**config.mk**
```make
export PLATFORM = sky130hd
export DESIGN_NAME = spi_slave_frame_flat
export DESIGN_NICKNAME = d
export VERILOG_FILES = /design/src/rtl/spi_slave_frame_if.sv /design/src/rtl/spi_slave_frame.sv /design/src/flat_wrapper.sv
export SDC_FILE = /design/constraint.sdc
export NUM_CORES = 1
export LEC_CHECK = 0
export CORE_UTILIZATION = 54
export DETAILED_ROUTE_END_ITERATION = 12
export PLACE_DENSITY_LB_ADDON = 0.15
export SETUP_SLACK_MARGIN = 0.1
export SLEW_MARGIN = 20
export SYNTH_ARGS = -nofsm -noshare
export SYNTH_HDL_FRONTEND = slang
export SYNTH_SLANG_ARGS = --single-unit
export TNS_END_PERCENT = 10
```
**constraint.sdc**
```tcl
create_clock -name clk_i -period 5.3 [get_ports clk_i]
set_input_delay 1.06 -clock clk_i [delete_from_list [all_inputs] [get_ports clk_i]]
set_output_delay 1.06 -clock clk_i [all_outputs]
set_load 0.1 [all_outputs]
```
**src/rtl/spi_slave_frame_if.sv**
```systemverilog
// rtl/spi_slave_frame_if.sv - SPI pins plus RAM-side rx/tx handshake bundle for spi_slave_frame.
interface spi_slave_frame_if #(
    parameter int DATA_WIDTH = 8
);
    logic                  sclk;
    logic                  ss_n;
    logic                  mosi;
    logic                  miso;
    logic [DATA_WIDTH-1:0] tx_data;
    logic                  tx_valid;
    logic                  tx_ready;
    logic                  tx_underrun;
    logic [DATA_WIDTH+1:0] rx_data;
    logic                  rx_valid;

    modport master (
        output sclk, ss_n, mosi, tx_data, tx_valid,
        input  miso, tx_ready, tx_underrun, rx_data, rx_valid
    );

    modport slave (
        input  sclk, ss_n, mosi, tx_data, tx_valid,
        output miso, tx_ready, tx_underrun, rx_data, rx_valid
    );
endinterface

```
**src/rtl/spi_slave_frame.sv**
```systemverilog
// rtl/spi_slave_frame.sv - oversampled SPI slave: {cmd,payload} receive, read-data return, all four modes.
// Optional back-to-back frames per SS_n window: define SPI_SLAVE_BURST_EN.
module spi_slave_frame #(
    parameter int DATA_WIDTH = 8,
    parameter int CPOL       = 0,
    parameter int CPHA       = 0
) (
    input  logic             clk_i,
    input  logic             rst_i,
    spi_slave_frame_if.slave bus
);
    localparam int   FW  = DATA_WIDTH + 2;
    localparam int   CW  = $clog2(FW);
    localparam logic POL = (CPOL != 0);
    localparam logic PHA = (CPHA != 0);

    typedef enum logic [2:0] {S_IDLE, S_RX, S_WAIT_TX, S_TX, S_DONE} state_t;

    logic [1:0]    sclk_sync_q, ss_sync_q, mosi_sync_q;
    logic          sclk_dly_q, ss_dly_q;
    state_t        state_q, state_d;
    logic [CW-1:0] cnt_q, cnt_d;
    logic [FW-1:0] shreg_q, shreg_d;
    logic          skip_q, skip_d;
    logic          miso_q, miso_d;
    logic [FW-1:0] rx_data_q, rx_data_d;
    logic          rx_valid_q, rx_valid_d;
    logic          underrun_q, underrun_d;

    logic sclk_s, ss_s, mosi_s, ss_fall, lead_e, trail_e, sample_e, launch_e;

    assign sclk_s   = sclk_sync_q[1];
    assign ss_s     = ss_sync_q[1];
    assign mosi_s   = mosi_sync_q[1];
    assign ss_fall  = !ss_s && ss_dly_q;
    assign lead_e   = (sclk_s != POL) && (sclk_dly_q == POL);
    assign trail_e  = (sclk_s == POL) && (sclk_dly_q != POL);
    assign sample_e = PHA ? trail_e : lead_e;
    assign launch_e = PHA ? lead_e : trail_e;

    always_comb begin
        state_d    = state_q;
        cnt_d      = cnt_q;
        shreg_d    = shreg_q;
        skip_d     = skip_q;
        miso_d     = miso_q;
        rx_data_d  = rx_data_q;
        rx_valid_d = 1'b0;
        underrun_d = underrun_q;
        if (ss_s) begin
            state_d = S_IDLE;
            cnt_d   = '0;
            miso_d  = 1'b0;
        end else begin
            case (state_q)
                S_IDLE: begin
                    if (ss_fall) begin
                        state_d    = S_RX;
                        cnt_d      = CW'(FW - 1);
                        shreg_d    = '0;
                        underrun_d = 1'b0;
                    end
                end
                S_RX: begin
                    if (sample_e) begin
                        shreg_d = {shreg_q[FW-2:0], mosi_s};
                        if (cnt_q == '0) begin
                            rx_data_d  = shreg_d;
                            rx_valid_d = 1'b1;
                            state_d    = (shreg_d[FW-1:FW-2] == 2'b11) ? S_WAIT_TX : S_DONE;
                        end else begin
                            cnt_d = cnt_q - CW'(1);
                        end
                    end
                end
                S_WAIT_TX: begin
                    if (bus.tx_valid) begin
                        shreg_d = {2'b00, bus.tx_data};
                        miso_d  = bus.tx_data[DATA_WIDTH-1];
                        cnt_d   = CW'(DATA_WIDTH - 1);
                        skip_d  = 1'b1;
                        state_d = S_TX;
                    end else if (lead_e) begin
                        // The first leading edge is a launch (CPHA=1) or a sample (CPHA=0); either way no data arrived in time.
                        underrun_d = 1'b1;
                        miso_d     = 1'b0;
                        shreg_d    = '0;
                        skip_d     = 1'b0;
                        cnt_d      = PHA ? CW'(DATA_WIDTH - 1) : CW'(DATA_WIDTH - 2);
                        state_d    = S_TX;
                    end
                end
                S_TX: begin
                    // MSB is already on MISO at load; launch edges before the first sample must not shift it away.
                    if (launch_e && !skip_q) begin
                        shreg_d = shreg_q << 1;
                        miso_d  = shreg_q[DATA_WIDTH-2];
                    end
                    if (sample_e) begin
                        skip_d = 1'b0;
                        if (cnt_q == '0) begin
                            state_d = S_DONE;
                            miso_d  = 1'b0;
                        end else begin
                            cnt_d = cnt_q - CW'(1);
                        end
                    end
                end
                S_DONE: begin
                    miso_d = 1'b0;
`ifdef SPI_SLAVE_BURST_EN
                    state_d = S_RX;
                    cnt_d   = CW'(FW - 1);
                    shreg_d = '0;
`else
                    state_d = S_DONE;
`endif
                end
                default: state_d = S_IDLE;
            endcase
        end
    end

    always_ff @(posedge clk_i) begin
        if (rst_i) begin
            sclk_sync_q <= {2{POL}};
            sclk_dly_q  <= POL;
            ss_sync_q   <= 2'b11;
            ss_dly_q    <= 1'b1;
            mosi_sync_q <= '0;
            state_q     <= S_IDLE;
            cnt_q       <= '0;
            shreg_q     <= '0;
            skip_q      <= 1'b0;
            miso_q      <= 1'b0;
            rx_data_q   <= '0;
            rx_valid_q  <= 1'b0;
            underrun_q  <= 1'b0;
        end else begin
            sclk_sync_q <= {sclk_sync_q[0], bus.sclk};
            sclk_dly_q  <= sclk_sync_q[1];
            ss_sync_q   <= {ss_sync_q[0], bus.ss_n};
            ss_dly_q    <= ss_sync_q[1];
            mosi_sync_q <= {mosi_sync_q[0], bus.mosi};
            state_q     <= state_d;
            cnt_q       <= cnt_d;
            shreg_q     <= shreg_d;
            skip_q      <= skip_d;
            miso_q      <= miso_d;
            rx_data_q   <= rx_data_d;
            rx_valid_q  <= rx_valid_d;
            underrun_q  <= underrun_d;
        end
    end

    assign bus.miso        = miso_q;
    assign bus.rx_data     = rx_data_q;
    assign bus.rx_valid    = rx_valid_q;
    assign bus.tx_ready    = (state_q == S_WAIT_TX);
    assign bus.tx_underrun = underrun_q;
endmodule

```
**src/flat_wrapper.sv**
```systemverilog
// flat-port wrapper written by rule: the top's interface ports become plain ports
module spi_slave_frame_flat 
#(
    parameter int DATA_WIDTH = 8,
    parameter int CPOL       = 0,
    parameter int CPHA       = 0
)
  (clk_i, rst_i, bus_sclk, bus_ss_n, bus_mosi, bus_tx_data, bus_tx_valid, bus_miso, bus_tx_ready, bus_tx_underrun, bus_rx_data, bus_rx_valid);
  spi_slave_frame_if #(.DATA_WIDTH(DATA_WIDTH)) bus_i ();
  input  logic clk_i;
  input  logic rst_i;
  input wire logic [$bits(bus_i.sclk)-1:0] bus_sclk;
  input wire logic [$bits(bus_i.ss_n)-1:0] bus_ss_n;
  input wire logic [$bits(bus_i.mosi)-1:0] bus_mosi;
  input wire logic [$bits(bus_i.tx_data)-1:0] bus_tx_data;
  input wire logic [$bits(bus_i.tx_valid)-1:0] bus_tx_valid;
  output wire logic [$bits(bus_i.miso)-1:0] bus_miso;
  output wire logic [$bits(bus_i.tx_ready)-1:0] bus_tx_ready;
  output wire logic [$bits(bus_i.tx_underrun)-1:0] bus_tx_underrun;
  output wire logic [$bits(bus_i.rx_data)-1:0] bus_rx_data;
  output wire logic [$bits(bus_i.rx_valid)-1:0] bus_rx_valid;
  assign bus_i.sclk = bus_sclk;
  assign bus_i.ss_n = bus_ss_n;
  assign bus_i.mosi = bus_mosi;
  assign bus_i.tx_data = bus_tx_data;
  assign bus_i.tx_valid = bus_tx_valid;
  assign bus_miso = bus_i.miso;
  assign bus_tx_ready = bus_i.tx_ready;
  assign bus_tx_underrun = bus_i.tx_underrun;
  assign bus_rx_data = bus_i.rx_data;
  assign bus_rx_valid = bus_i.rx_valid;
  spi_slave_frame #(.DATA_WIDTH(DATA_WIDTH), .CPOL(CPOL), .CPHA(CPHA)) u_core (.clk_i(clk_i), .rst_i(rst_i), .bus(bus_i));
endmodule
```
==> flow_metrics.py <==
metrics = {
    "setup_path": {
        "crit_arrival_ns": 2.71,
        "criticalPathCategory": "reg2out",
        "cp_max_fo": 15,
        "cp-start-kind": "flop",
        "r2r_cells": 4,
        "r2r-start": "u_core.state_q[0]$_SDFFE_PP0P_",
        "cp.required_ns": 4.24,
        "crit_start": "u_core.state_q[1]$_SDFFE_PP0P_",
        "r2r_slack_ns": 2.58,
        "endpoint_kind": "output port",
    },
    "sta": {
        "min_period_ns": 3.77,
        "setup-violations-final": 0,
        "maxSlewHeadroom_pct": 34.7,
        "skew_ns": 0.0197,
        "drv_slew": 0,
        "fmax_mhz": 265,
        "fin_crit_sh_pct": 71.2,
        "tightest_slew_ns": 0.977,
        "finalHoldViolCount": 0,
        "fin_setup_tns_ns": 0,
        "rsz0062_at_grt": "false",
    },
    "clock_network": {
        "cts_buffer_depth": 2,
        "insertion_delay_ns": 0.36,
        "cts_resized": 0,
        "cts.sinks": 38,
        "cts_tree": "built",
        "clockRootBuffer": "clkbuf_4",
        "cts_post_setup_buffers_inserted": 0,
        "cts_made_buffers": 5,
        "htree_levels": 2,
        "path_clk_slew_ns": 0.11,
        "holdBufCountCts": 0,
    },
    "finish": {
        "final_layout_size_suffix_gt1_share_pct": 8.33,
        "mostFrequentLayoutCells": "dfxtp_1, clkdlybuf4s50_1, nor2_1",
        "antenna_cells": 0,
        "area_delta_synth_final_pct": 22.0,
        "num-nets-final": 231,
        "layout_commonest_cell": "dfxtp_1",
        "design_area_um2": 2160,
        "post-route-util_pct": 70.0,
    },
    "routing": {
        "via_count": 1497,
        "totalWireLength_um": 3680,
        "avgViaCountPerCell": 5.76,
        "wl_per_cell_um": 14.2,
        "first_iter_violations": 94,
        "drc": 0,
        "drt_pass1_iterations": 4,
        "antenna_left": 0,
    },
    "logic_synthesis": {
        "yosys.area.top_type": "dfxtp_1",
        "seq_area_frac_synth_pct": 43.1,
        "netlist_instances": 191,
        "ys_warn_count": 0,
        "syn_nets": 207,
        "synth_area_per_cell_um2": 9.25,
        "synth_top_cell_area_share_pct": 43.1,
        "ys_types": 41,
        "synthTopCellsByArea": "dfxtp_1, mux2i_1, nor2_1",
        "ys_seq_elements": 38,
        "synthesis.area_um2": 1770,
    },
    "power": {
        "pwr-share-seq_pct": 51.1,
        "netSwitchingFraction_pct": 20.7,
        "power_density_nw_per_um2": 263,
        "switchingPower_w": 0.000118,
        "p_clk_share_pct": 44.1,
        "p_comb_share_pct": 4.8,
        "internal-power_w": 0.000450,
        "peakVddDrop_mv": 0.237,
        "leakage_nw": 0.870,
    },
    "die": {
        "pin_count": 28,
        "start_util_pct": 57.4,
        "die-area_um2": 3500,
        "die_x_um": 59.2,
        "core-area_um2": 3080,
        "rows": 20,
        "die_h_um": 59.2,
    },
    "place": {
        "dpl.hpwl_um": 2490,
        "port_buffers": 27,
        "dpl-instance-area_um2": 2050,
        "gp_congestion": 0.924,
    },
    "grt": {
        "grt_usage_pct": 22.0,
        "grt_max_degree": 26,
        "antenna_found_initial": 0,
        "grt_pass1_vias": 1327,
        "grt.overflow.total": 0,
        "grt_pass1_wl_um": 5750,
    },
    "hold_path": {
        "min_from": "u_core.ss_sync_q[0]$_SDFF_PP1_",
        "hold_path.class": "reg2reg",
        "hold_depth": 1,
    },
    "run_status": {
        "status": "completed",
    },
    "run": {
        "maxCapViolCount": 0,
    },
}
[area by class of cell]
type | instances | area [um^2]
multi-input combinational | 132 | 918
clock buffer | 5 | 37.5
tap | 44 | 55.1
clock inverter | 3 | 68.8
fill | 247 | 922
sequential | 38 | 761
inverter | 10 | 37.5
timing repair buffer | 28 | 278
[power by group through the flow]
stage	registers (W)	clock network [W]	logic [W]
CTS	0.000290	0.000252	0.0000274
finish	0.000290	0.000250	0.0000274
global placement	0.000296	0	0.0000268
global route	0.000291	0.000267	0.0000293
floorplan	0.000296	0	0.0000142
detailed placement	0.000296	0	0.0000273
[synth_stat cells (all sizes together)]
cell type / n
a211o: 4
a211oi: 2
a21o: 1
a21oi: 5
a221oi: 2
a22oi: 6
a31oi: 3
a32o: 2
a32oi: 1
and2b: 1
and3: 1
and4bb: 1
buf: 4
clkbuf: 7
dfxtp: 38
ha: 2
inv: 10
mux2: 8
mux2i: 16
nand2: 8
nand2b: 7
nand3: 2
nand4: 4
nand4b: 1
nor2: 24
nor2b: 13
nor3: 3
nor3b: 3
nor4: 1
o21ai: 3
o21bai: 1
o31ai: 2
o41ai: 1
or2: 2
or3b: 1
or4: 1
[metal layers]
metal	track usage (%)	vias to the layer above	wire, um
li1	-	728	-
met1	27.5	695	1630
met2	34.5	64	1740
met3	6.11	10	245
met4	11.6	0	64
met5	0	-	0
[logic make-up (layout without fill, tap and decap cells)]
kind of cell / Yosys count / in the layout / synth area share [%]
AOI/OAI and AO/OA: 33 / 33 / 13.5
DFF: 38 / 38 / 43.1
and+or+nand+nor: 73 / 73 / 22.7
muxes: 24 / 24 / 14.2
adders and majority gates: 2 / 2 / 1.42
buffers and inverters: 21 / 46 / 5.10
[critical path: stages (launching register included)]
cell and delay, ns:
dfxtp_1 0.63, or3b_4 0.48, inv_2 0.11, clkdlybuf4s50_1 1.14
[worst paths after layout]
path	end
setup / recovery	bus_tx_ready
hold / removal	u_core.ss_sync_q[1]$_SDFF_PP1_
setup reg to reg	u_core.bus.rx_data[0]$_SDFFE_PP0P_
hold reg to reg	u_core.ss_sync_q[1]$_SDFF_PP1_
[through the flow]
step | hold slack [ns] | setup slack [ns] | std cells | total power (W)
6_report | 0.426 | 1.53 | 260 | 0.000567
3_3_place_gp | 0.392 | 1.99 | 252 | 0.000323
5_1_grt | 0.461 | 1.44 | 260 | 0.000587
4_1_cts | 0.430 | 1.55 | 260 | 0.000570
3_5_place_dp | 0.404 | 1.95 | 252 | 0.000324
2_1_floorplan | 0.389 | 3.05 | 191 | 0.000310
[state kept, by name, summed over array words and instances, names as in the netlist]
register,flops
u_core.bus.rx_data,10
u_core.shreg_q,9
u_core.cnt_q,4
u_core.state_q,3
u_core.mosi_sync_q,2
u_core.sclk_sync_q,2
u_core.ss_sync_q,2
u_core.bus.miso,1
u_core.bus.rx_valid,1
u_core.bus.tx_underrun,1
u_core.sclk_dly_q,1
u_core.skip_q,1
u_core.ss_dly_q,1
Power figures use the tool's default switching activity.
